$ cat config.mk
export PLATFORM = sky130hd
export DESIGN_NAME = debounce_sync_flat
export DESIGN_NICKNAME = d
export VERILOG_FILES = /design/src/rtl/debounce_sync_if.sv /design/src/rtl/debounce_sync.sv /design/src/flat_wrapper.sv
export SDC_FILE = /design/constraint.sdc
export NUM_CORES = 1
export LEC_CHECK = 0
export BUFFER_PORTS_ARGS = -buffer_cell sky130_fd_sc_hd__buf_4
export CORE_MARGIN = 2
export CORE_UTILIZATION = 55
export CTS_BUF_LIST = sky130_fd_sc_hd__clkbuf_4 sky130_fd_sc_hd__clkbuf_8
export DETAILED_ROUTE_END_ITERATION = 6
export PLACE_DENSITY = 0.76
export SYNTH_ARGS = -nofsm -noshare
export SYNTH_HDL_FRONTEND = slang
export SYNTH_SLANG_ARGS = --single-unit
$ cat constraint.sdc
create_clock -name clk -period 1.99 [get_ports clk]
set_input_delay 0.398 -clock clk [delete_from_list [all_inputs] [get_ports clk]]
set_output_delay 0.398 -clock clk [all_outputs]
set_load 0.02 [all_outputs]
$ cat src/rtl/debounce_sync_if.sv
// debounce_sync_if: raw input and conditioned outputs of the debouncer.
interface debounce_sync_if;
   logic a;
   logic y;
   logic busy;
   logic rise;
   logic fall;
   modport master (output a, input y, busy, rise, fall);
   modport slave (input a, output y, busy, rise, fall);
endinterface

$ cat src/rtl/debounce_sync.sv
// debounce_sync: two-flop synchroniser plus stability filter; edge pulses built only with DEBOUNCE_EDGE_EN.
module debounce_sync #(
   parameter int STABLE_CYCLES = 1000,
   parameter int CNT_W = 16
) (
   input logic clk,
   input logic rst,
   debounce_sync_if.slave io
);
   typedef enum logic [1:0] {LOW, CHK_H, HIGH, CHK_L} state_t;
   localparam logic [CNT_W-1:0] LAST = CNT_W'(STABLE_CYCLES - 1);
   state_t state;
   logic s1, s2, y_q, busy_q;
   logic [CNT_W-1:0] cnt;
   always_ff @(posedge clk) begin
      if (rst) begin
         s1 <= 1'b0;
         s2 <= 1'b0;
         state <= LOW;
         cnt <= '0;
         y_q <= 1'b0;
         busy_q <= 1'b0;
      end else begin
         s1 <= io.a;
         s2 <= s1;
         case (state)
            LOW: if (s2) begin
               state <= CHK_H;
               cnt <= '0;
               busy_q <= 1'b1;
            end
            CHK_H: if (!s2) begin
               state <= LOW;
               cnt <= '0;
               busy_q <= 1'b0;
            end else if (cnt == LAST) begin
               state <= HIGH;
               cnt <= '0;
               y_q <= 1'b1;
               busy_q <= 1'b0;
            end else cnt <= cnt + CNT_W'(1);
            HIGH: if (!s2) begin
               state <= CHK_L;
               cnt <= '0;
               busy_q <= 1'b1;
            end
            CHK_L: if (s2) begin
               state <= HIGH;
               cnt <= '0;
               busy_q <= 1'b0;
            end else if (cnt == LAST) begin
               state <= LOW;
               cnt <= '0;
               y_q <= 1'b0;
               busy_q <= 1'b0;
            end else cnt <= cnt + CNT_W'(1);
            default: state <= LOW;
         endcase
      end
   end
   assign io.y = y_q;
   assign io.busy = busy_q;
`ifdef DEBOUNCE_EDGE_EN
   logic rise_q, fall_q;
   // Pulses register on the same edge that commits y, so they line up with the new level.
   always_ff @(posedge clk) begin
      rise_q <= !rst && state == CHK_H && s2 && cnt == LAST;
      fall_q <= !rst && state == CHK_L && !s2 && cnt == LAST;
   end
   assign io.rise = rise_q;
   assign io.fall = fall_q;
`else
   assign io.rise = 1'b0;
   assign io.fall = 1'b0;
`endif
endmodule

$ cat src/flat_wrapper.sv
// flat-port wrapper written by rule: the top's interface ports become plain ports
module debounce_sync_flat 
#(
   parameter int STABLE_CYCLES = 1000,
   parameter int CNT_W = 16
)
  (clk, rst, io_a, io_y, io_busy, io_rise, io_fall);
  debounce_sync_if io_i ();
  input logic clk;
  input logic rst;
  input wire logic [$bits(io_i.a)-1:0] io_a;
  output wire logic [$bits(io_i.y)-1:0] io_y;
  output wire logic [$bits(io_i.busy)-1:0] io_busy;
  output wire logic [$bits(io_i.rise)-1:0] io_rise;
  output wire logic [$bits(io_i.fall)-1:0] io_fall;
  assign io_i.a = io_a;
  assign io_y = io_i.y;
  assign io_busy = io_i.busy;
  assign io_rise = io_i.rise;
  assign io_fall = io_i.fall;
  debounce_sync #(.STABLE_CYCLES(STABLE_CYCLES), .CNT_W(CNT_W)) u_core (.clk(clk), .rst(rst), .io(io_i));
endmodule
**Word-level counts from Yosys, hierarchy flattened**

Index checks and enable logic that the tools add are counted.

- Output and inout port bits: 4
- Bits in latches: 0
- Register bits: 22
- Word-level logic and storage cells: 48
- Bits in writable memories: 0
- ROM bits: 0
- Memories: 0

- Shift operators: 0
- Mux-type cells: 24
- Equal/unequal tests: 12
- Div/mod/pow operators: 0
- $add $sub $neg: 1
- $lt $le $gt $ge: 0
- Reduce and logical (&&, ||, !) cells: 5
- Multiply operators: 0
- Bitwise logic cells: 0

Operators by type and width:

| cell | count |
|---|---|
| 16-bit 2-to-1 mux | 5 |
| 16-bit one-hot mux with 4 select lines | 1 |
| 16-bit by 1-bit adder with 16-bit output, second input constant | 1 |
| 16-bit by 10-bit == test with 1-bit output, second input constant | 1 |
| 2-bit 2-to-1 mux | 6 |
| 1-bit 2-to-1 mux | 9 |
| 2-bit by 1-bit inequality test with 1-bit output, second input constant | 4 |
| 2-bit one-hot mux with 4 select lines | 1 |
| 5-bit AND reduction | 1 |
| 2-bit == test, second input constant | 2 |
| 2-bit inequality test, second input constant | 2 |
| 1-bit one-hot mux with 4 select lines | 1 |
| 4-bit AND reduction | 1 |
| 3-bit by 1-bit inequality test with 1-bit output, second input constant | 1 |
| 3-bit inequality test, second input constant | 1 |
| 2-bit by 1-bit == test with 1-bit output, second input constant | 1 |
| 2-bit logical NOT | 1 |
| 1-bit one-hot mux with 2 select lines | 1 |
| 2-bit AND reduction | 1 |
| 2-bit nonzero test | 1 |

**Longest topological paths before layout**

Gate-level depths: netlist (run 1).

- Depth after elaboration: 4
- Gate-level depth with buffers: 7

**Worst setup path before layout (run 1)**

No wires, ideal clock.

- Kind: register to register
- From: reg u_core.cnt[10]
- To: reg u_core.cnt[9]
- Slack: 84 ps
- Buffers on the path: 1
- Period minus slack after synthesis: 1906 ps
- Arrival time: 1792 ps
- Data required time: 1876 ps
- Stages on the path, launching flop included: 7
- Cells stage by stage: dfxtp_1 > or4_4 > nor4_4 > or2_1 > buf_6 > o21ai_2 > a21o_1

- Longest elaborated chain between the ends: 4
- Elaborated cells on any way between the ends: 5
- Classes of those cells: eq/ne: 1; mux: 4

Ends and longest elaborated chain:

| what | RTL line | source |
|---|---|---|
| start, declared | debounce_sync.sv:14 | `logic [CNT_W-1:0] cnt;` |
| start signal, assigned | debounce_sync.sv:41 | `end else cnt <= cnt + CNT_W'(1);` |
| start signal, assigned | debounce_sync.sv:56 | `end else cnt <= cnt + CNT_W'(1);` |
| 16-bit by 10-bit == test with 1-bit output * | debounce_sync.sv:36, debounce_sync.sv:51 |  |
| 16-bit 2-to-1 mux * | debounce_sync.sv:36, debounce_sync.sv:51 |  |
| 16-bit 2-to-1 mux, on equally long branches | debounce_sync.sv:47, debounce_sync.sv:32 |  |
| 16-bit one-hot mux with 4 select lines * | debounce_sync.sv:26 | `case (state)` |

Every way passes the cells marked *; elsewhere a longest branch is shown, timed or not.
A chain may end at the register's enable or synchronous reset.

**Worst setup path in the final report (run 1)**

- From: reg u_core.cnt[4]
- To: reg u_core.cnt[9]

- Longest elaborated chain between the ends: 4
- Elaborated cells on any way between the ends: 6
- Classes of those cells: add/sub: 1; eq/ne: 1; mux: 4

Ends and longest elaborated chain:

| what | RTL line |
|---|---|
| 16-bit by 1-bit adder with 16-bit output or 16-bit by 10-bit == test with 1-bit output (tied branches) | - |
| 16-bit 2-to-1 mux * | debounce_sync.sv:36, debounce_sync.sv:51 |
| 16-bit 2-to-1 mux, on equally long branches | debounce_sync.sv:47, debounce_sync.sv:32 |
| 16-bit one-hot mux with 4 select lines * | debounce_sync.sv:26 |

Marked as above.

==> impl_results.rst, run 1 <==
.. list-table::
   :header-rows: 1

   * - Metric
     - Value
   * - Endpoint kind of the worst setup timing path
     - flop
   * - Remaining DRCs
     - 0
   * - Post-synth top flop
     - sky130_fd_sc_hd__dfxtp_1
   * - Overflow after GRT
     - 0
   * - Fill count
     - 170
   * - Half-perimeter wire length after placement
     - 1760 microns
   * - Maximum single-stage delay on the critical path
     - 0.55 ns
   * - Design Power
     - 752 uW
   * - Total routed wirelength
     - 2380 microns
   * - Cell leakage power
     - 0.000466 uW
   * - Multi-input gate area in the final layout
     - 602 sq um
   * - Detail-routed net length per standard cell
     - 13.4 microns
   * - Clock tree root buffer cell
     - sky130_fd_sc_hd__clkbuf_4
   * - Arrival time at the worst endpoint
     - 2.11 ns
   * - Area taken by flip-flops and latches
     - 440 sq um
   * - Number of hold buffers added after cts
     - 0
   * - R2r startpoint
     - u_core.cnt[4]
   * - Standard-cell row count
     - 16
   * - Number of buffers added for setup after CTS
     - 0
   * - Total of buffers placed on input and output ports
     - 4
   * - Worst reg-to-reg path cell count
     - 5
   * - Critical-path cell with the highest stage delay
     - sky130_fd_sc_hd__or4_4
   * - Register area share after synthesis
     - 40.2%
   * - Routed vias
     - 1073
   * - Die Wd
     - 48.6 microns
   * - Max-cap violation count
     - 0
   * - Largest driver fanout on the critical path
     - 6
   * - Post-synth top cells
     - sky130_fd_sc_hd__dfxtp_1 (22), sky130_fd_sc_hd__nand2_1 (14), sky130_fd_sc_hd__nor2_1 (12)
   * - All-layer global routing usage
     - 21.5%
   * - Placed inst area
     - 1220 sq um
   * - Startpoint-to-endpoint class of the critical path
     - flop to flop
   * - CP startpoint kind
     - flop
   * - Launch point of the worst path
     - u_core.cnt[4]
   * - Number of cells produced by synthesis
     - 135
   * - Post-synth top area cell
     - sky130_fd_sc_hd__dfxtp_1
   * - Ranking of synthesized cells by area
     - sky130_fd_sc_hd__dfxtp_1 (40%), sky130_fd_sc_hd__nand2_1 (4.8%), sky130_fd_sc_hd__a21oi_1 (4.1%)
   * - Area added between synthesis and finish
     - 15.3%
   * - Worst slew margin
     - 59.1%
   * - Proportion of layout cells with a drive suffix above 1
     - 18.0%
   * - Maximum clock frequency
     - 529 MHz
   * - Top layer in use
     - met4
   * - Met3 Wirelength
     - 150 microns
   * - Number of cells on the worst hold path
     - 2
   * - Number of H-tree levels
     - 1
   * - Power density over cell area
     - 596 nW/um^2
   * - Count of cell instances traversed by the critical path
     - 5
   * - Diodes inserted
     - 0
   * - Insertion delay to the later sink of the worst-skew pair
     - 0.32 ns
   * - Number of DRC violations after detailed-routing iteration 0
     - 35
   * - Layout net count
     - 155
   * - Post-synth top area share
     - 40.2%
   * - Max IR drop VDD
     - 533 uV
   * - Register-to-register path setup slack
     - 0.10 ns
   * - Wire length of the first global-routing pass
     - 4060 microns
   * - Clk sinks
     - 22
   * - Clock buffer depth
     - 2
   * - Post-CTS clock slew at the launch and capture registers of the worst setup and hold paths
     - 0.12 ns
   * - Vias per inst
     - 6.06
   * - Detailed route wirelength on metal2
     - 1150 microns
   * - Number of pins with negative max-slew slack in the final report
     - 0
   * - Number of antenna violations at the first check in global routing
     - 0
   * - EDFF count, synth
     - 0
   * - Setup total negative slack
     - 0 ns
   * - Post-synthesis sequential element count
     - 22
   * - Setup-failing EPs final
     - 0
   * - Remaining antenna violation count
     - 0
   * - Kind of cell with the highest combined delay on the critical path
     - simple AND/OR/NAND/NOR gates
   * - Most repeated cell in the gate-level netlist after synthesis
     - sky130_fd_sc_hd__dfxtp_1
   * - Mean post-synth cell area
     - 8.11 sq um
   * - Actual slew at the worst max-slew pin
     - 0.610 ns
   * - Total die area
     - 2360 sq um
   * - Unrepaired setup endpoints after global routing
     - no
   * - Final Cycle Share
     - 95.0%
   * - Count of buffer and inverter cells on the critical path
     - 0
   * - Post-layout instance area
     - 1260 sq um
   * - Met1 layer wirelength in the final routing
     - 1030 microns
   * - Vias in the first global route
     - 1035
   * - Yosys warning count
     - 0
   * - Async set-reset flop share out of synthesis
     - 0%
   * - End point of the critical path
     - u_core.cnt[9]
   * - TritonCTS clock tree
     - yes
   * - Worst reg2reg endpoint
     - u_core.cnt[9]
   * - Core outline area
     - 1920 sq um
   * - Drt first pass iters
     - 6
   * - Placer Congestion
     - 0.869
   * - Crit path cell chain
     - or4_4 > nor4_4 > or2_1 > o21ai_2 > a21o_1
   * - Final hold viol count
     - 0
   * - Hold Crit Class
     - input port to flop
   * - Number of ports placed on the die boundary
     - 7
   * - Largest net degree at the start of global routing
     - 13
   * - Data required, critical path
     - 2.21 ns
   * - Mapped Area
     - 1090 sq um
   * - Worst clock skew on the final layout
     - 0.00632 ns
   * - Distinct cells, synth
     - 39
   * - Number of buffers added by the clock tree synthesis step
     - 3
   * - Vertical die dimension
     - 48.6 microns
   * - Final Critical Period
     - 1.89 ns
   * - Run status
     - finished clean
   * - Initial core utilization
     - 57.0%
logic make-up after synthesis:
group	Yosys count	synth area share (%)
AOI/OAI and AO/OA	37	20.6
xor gates and xnor gates	3	2.40
adders and majority gates	1	1.14
buffers and inverters	12	5.60
DFF	22	40.2
muxes	1	0.914
other	1	0.343
and+or+nand+nor	58	28.8
where the power goes:
| group | internal (uW) | switching (uW) |
|---|---|---|
| logic | 17.7 | 28.9 |
| registers | 446 | 5.43 |
| clock network | 112 | 142 |
layout make-up:
type                       count  area share [%]
tap                           27            2.68
sequential                    22            34.9
multi-input combinational    102            47.7
timing repair buffer          18            10.7
clock buffer                   4            2.87
inverter                       4            1.19
what timing repair did:
action                                  in CTS  in global routing
endpoints found under the setup margin       0                  3
endpoints found under the hold margin        0                  0
resized for setup                            0                  1
registers in the layout, summed over array words and instances, names as in the netlist, named ones only:
name	flops
u_core.io.y	1
u_core.s2	1
u_core.io.busy	1
u_core.state	1
u_core.s1	1
u_core.cnt	16
per-stage QoR:
step	cells	setup slack, ns	util (%)	hold WS, ns
CTS	177	0.0565	65.4	0.284
detailed placement	173	0.0759	63.5	0.441
finish	177	0.100	65.7	0.289
global placement	173	0.131	63.5	0.422
floorplan	136	0.0838	-	0.414
global route	177	0.0132	65.7	0.304
routing by layer:
metal  GRT usage [%]  vias to the layer above
met5               0                        -
met4            12.9                        0
met3            4.94                        8
met2            36.8                       45
met1            24.3                      498
li1                -                      522
how the worst min path moves through the flow:
stage | from | endpoint | slack (ns)
after floorplan | u_core.s1 | u_core.s2 | 0.41
after global placement | u_core.s1 | u_core.s2 | 0.42
after detailed placement | u_core.s1 | u_core.s2 | 0.44
after CTS | io_a | u_core.s1 | 0.28
after global routing | io_a | u_core.s1 | 0.30
final | io_a | u_core.s1 | 0.29
worst register-to-register path: stages (launching register included):
cell	delay, ns
sky130_fd_sc_hd__dfxtp_1	0.36
sky130_fd_sc_hd__or4_4	0.55
sky130_fd_sc_hd__nor4_4	0.32
sky130_fd_sc_hd__or2_1	0.29
sky130_fd_sc_hd__o21ai_2	0.09
sky130_fd_sc_hd__a21o_1	0.18
layout by cell type (no fill, tap or decap), types with 4 or more instances in the layout:
cell type / Yosys / routed
sky130_fd_sc_hd__dfxtp_1: 22 / 22
sky130_fd_sc_hd__buf_4: 2 / 18
sky130_fd_sc_hd__nand2_1: 14 / 14
sky130_fd_sc_hd__nor2_1: 12 / 12
sky130_fd_sc_hd__o21ai_0: 9 / 9
sky130_fd_sc_hd__a21oi_1: 9 / 9
sky130_fd_sc_hd__a31oi_1: 7 / 7
sky130_fd_sc_hd__nand3_1: 6 / 6
sky130_fd_sc_hd__nor3_1: 6 / 5
sky130_fd_sc_hd__inv_1: 4 / 4
No activity file was read; power rests on OpenSTA's default activity.
==> run 2: changes to the inputs <==
--- a/config.mk
+++ b/config.mk
@@ -11,6 +11,7 @@
 export CTS_BUF_LIST = sky130_fd_sc_hd__clkbuf_4 sky130_fd_sc_hd__clkbuf_8
 export DETAILED_ROUTE_END_ITERATION = 6
 export PLACE_DENSITY = 0.76
+export REMOVE_ABC_BUFFERS = 1
 export SYNTH_ARGS = -nofsm -noshare
 export SYNTH_HDL_FRONTEND = slang
 export SYNTH_SLANG_ARGS = --single-unit
==> run 2 against run 1 <==
- non-clock buffer count up 2
- count of clock-buffer cells in the layout unchanged
- core utilization up 1.6 points
- combinational power up 3%
- cell area up 2.5%
- first-iteration DRC count down 11%
- sequential share of layout area down 0.46 points
- hold slack better by 0.025 ns
- cell count up 1.1%
==> impl_results.rst, run 2 (same netlist as run 1, synthesis figures left out) <==
.. list-table::
   :header-rows: 1

   * - Metric
     - Value
   * - Run status
     - finished clean
   * - Combinational cell fraction of total power
     - 6.4% (+0.2 points)
   * - Maximum clock frequency
     - 524 MHz (-1.1%)
   * - Critical-path cell with the highest stage delay
     - sky130_fd_sc_hd__or4b_4
   * - Cell-internal power
     - 576 uW (about the same)
   * - Final hold viol count
     - 0 (unchanged)
   * - Hold Crit Class
     - input port to flop
   * - Register name with the most flops
     - u_core.cnt
   * - TritonCTS clock tree
     - yes
   * - Worst slew margin
     - 62.5% (+3.4 points)
   * - Number of DRC violations after detailed-routing iteration 0
     - 31 (-11%)
   * - Total die area
     - 2360 sq um (unchanged)
   * - Highest-count cells in the layout ignoring fill and taps
     - sky130_fd_sc_hd__dfxtp_1 (20), sky130_fd_sc_hd__buf_4 (20), sky130_fd_sc_hd__nand2_1 (14)
   * - Setup total negative slack
     - 0 ns (unchanged)
   * - Setup-failing EPs final
     - 0 (unchanged)
   * - All-layer global routing usage
     - 20.5% (-0.95 points)
   * - Multi-input gate area in the final layout
     - 613 sq um (+1.9%)
   * - Number of ports placed on the die boundary
     - 7 (unchanged)
   * - Data required, critical path
     - 2.19 ns (-0.02 ns)
   * - Post-layout worst setup margin
     - 0.0801 ns (-0.0201 ns)
   * - Switch share
     - 22.6% (-0.87 points)
   * - Final Critical Period
     - 1.91 ns (+0.0201 ns)
   * - Clock tree root buffer cell
     - sky130_fd_sc_hd__clkbuf_4
   * - Remaining antenna violation count
     - 0 (unchanged)
   * - Diodes inserted
     - 0 (unchanged)
   * - Area taken by flip-flops and latches
     - 445 sq um (+1.1%)
   * - Total of buffers placed on input and output ports
     - 4 (unchanged)
   * - Endpoint kind of the worst setup timing path
     - flop
   * - Proportion of power drawn by flip-flops and latches
     - 60.4% (+0.3 points)
   * - Proportion of layout cells with a drive suffix above 1
     - 21.7% (+3.7 points)
   * - Wire length of the first global-routing pass
     - 3910 microns (-3.9%)
   * - Worst Setup Slack post-DPL
     - 0.0448 ns (-0.0311 ns)
   * - Insertion delay to the later sink of the worst-skew pair
     - 0.31 ns (about the same)
   * - Actual slew at the worst max-slew pin
     - 0.559 ns (-0.0514 ns)
   * - Die Wd
     - 48.6 microns (unchanged)
   * - Vias per inst
     - 5.63 (-7.1%)
   * - Number of H-tree levels
     - 1 (unchanged)
   * - Max IR drop VDD
     - 533 uV (+0.16%)
   * - Largest driver fanout on the critical path
     - 11 (+5)
   * - Placer Congestion
     - 0.859 (-1.1%)
   * - Fraction of the core area covered by cells at the end of the flow
     - 67.3% (+1.6 points)
   * - Portion of total power attributed to the clock network
     - 33.1% (-0.6 points)
   * - Maximum single-stage delay on the critical path
     - 0.54 ns (about the same)
   * - Final Cycle Share
     - 96.0% (+1.0 points)
   * - Hold Crit Endpoint
     - u_core.s1
   * - Number of buffers added by the clock tree synthesis step
     - 3 (unchanged)
   * - Vias in the first global route
     - 979 (-5.4%)
   * - Overflow after GRT
     - 0 (unchanged)
   * - Final hold slack
     - 0.313 ns (+0.0245 ns)
   * - Register-to-register path setup slack
     - 0.08 ns (-0.02 ns)
   * - Max-cap violation count
     - 0 (unchanged)
   * - Worst reg2reg endpoint
     - u_core.cnt[7]
   * - Largest net degree at the start of global routing
     - 13 (unchanged)
   * - Hold path start
     - io_a
   * - Worst reg-to-reg path cell count
     - 7 (+2)
   * - Detail-routed net length per standard cell
     - 12.6 microns (-5.9%)
   * - Worst clock skew on the final layout
     - 0.00443 ns (-0.00188 ns)
   * - Drt first pass iters
     - 5 (-1)
   * - Post-CTS clock slew at the launch and capture registers of the worst setup and hold paths
     - 0.12 ns (about the same)
   * - R2r startpoint
     - u_core.cnt[15]
   * - Startpoint-to-endpoint class of the critical path
     - flop to flop
   * - Initial core utilization
     - 57.0% (unchanged)
   * - Routed vias
     - 1008 (-6.1%)
   * - Vertical die dimension
     - 48.6 microns (unchanged)
   * - Area added between synthesis and finish
     - 18.2%
   * - Total routed wirelength
     - 2260 microns (-4.9%)
   * - Crit path cell chain
     - or4b_4 > nor4_4 > buf_4 > nor2_4 > buf_4 > o21ai_0 > a31oi_1
   * - Max reg flops
     - 16 (unchanged)
   * - CP startpoint kind
     - flop
   * - Switching power total
     - 168 uW (-4.9%)
   * - Number of pins with negative max-slew slack in the final report
     - 0 (unchanged)
   * - Remaining DRCs
     - 0 (unchanged)
   * - Arrival time at the worst endpoint
     - 2.11 ns (about the same)
   * - Layout net count
     - 157 (+1.3%)
   * - Half-perimeter wire length after placement
     - 1670 microns (-5.3%)
   * - Cell leakage power
     - 0.000485 uW (+4.0%)
   * - Cell seen most often among critical-path stages
     - sky130_fd_sc_hd__buf_4
   * - Clock buffer depth
     - 2 (unchanged)
   * - Fill count
     - 177 (+4.1%)
   * - Number of antenna violations at the first check in global routing
     - 0 (unchanged)
   * - Core outline area
     - 1920 sq um (unchanged)
   * - Power density over cell area
     - 574 nW/um^2 (-3.6%)
   * - Number of cells on the worst hold path
     - 2 (unchanged)
   * - Standard-cell row count
     - 16 (unchanged)
   * - Clk sinks
     - 22 (unchanged)
run 2: timing repair:
| action | in CTS | in global routing |
|---|---|---|
| hold buffers | 0 | 0 |
| buffers inserted | 0 | 3 |
| resized for setup | 0 | 7 |
| setup endpoints to repair | 0 | 10 |
run 2: per-stage QoR:
step           total power, uW  cells  area (sq um)
5_1_grt                    773    179          1290
4_1_cts                    751    176          1250
3_3_place_gp               506    172          1210
3_5_place_dp               508    172          1210
6_report                   743    179          1290
2_1_floorplan              488    128          1050
run 2: area by class of cell:
cell class | instances | share of cell area, %
Multi-Input combinational cell | 102 | 47.4
Sequential cell | 22 | 34.4
Timing Repair Buffer | 20 | 11.6
Clock buffer | 4 | 2.80
Tap cell | 27 | 2.61
Inverter | 4 | 1.16
run 2: critical path, delay by kind of cell (launching register included):
kind | cells | cell delay (ns)
and+or+nand+nor | 3 | 0.92
buffers and inverters | 2 | 0.36
DFF | 1 | 0.35
AOI/OAI and AO/OA | 2 | 0.17
run 2: routing by layer:
layer | vias to the layer above | GRT usage (%) | share of wire, %
li1 | 524 | - | -
met1 | 460 | 25.1 | 47
met2 | 22 | 35.2 | 49
met3 | 2 | 2.78 | 3.4
met4 | 0 | 10.5 | 0.88
met5 | - | 0 | 0
run 2: worst max-delay path by stage:
stage / start / to / slack [ns] / cells after the start
6_report: u_core.cnt[15] / u_core.cnt[7] / 0.08 / 7
5_1_grt: u_core.cnt[15] / u_core.cnt[5] / -0.03 / 7
4_1_cts: u_core.cnt[4] / u_core.cnt[3] / 0.02 / 5
3_5_place_dp: u_core.cnt[4] / u_core.cnt[3] / 0.04 / 5
3_3_place_gp: u_core.cnt[3] / u_core.cnt[9] / 0.10 / 5
2_1_floorplan: u_core.cnt[10] / u_core.cnt[8] / 0.06 / 5
run 2: power by group through the flow:
stage / registers, uW / logic (uW) / clock network (uW)
finish: 449 / 47.8 / 246
global route: 450 / 52.9 / 270
CTS: 451 / 46.9 / 253
detailed placement: 460 / 47.1 / 0
global placement: 460 / 45.7 / 0
floorplan: 465 / 23.5 / 0
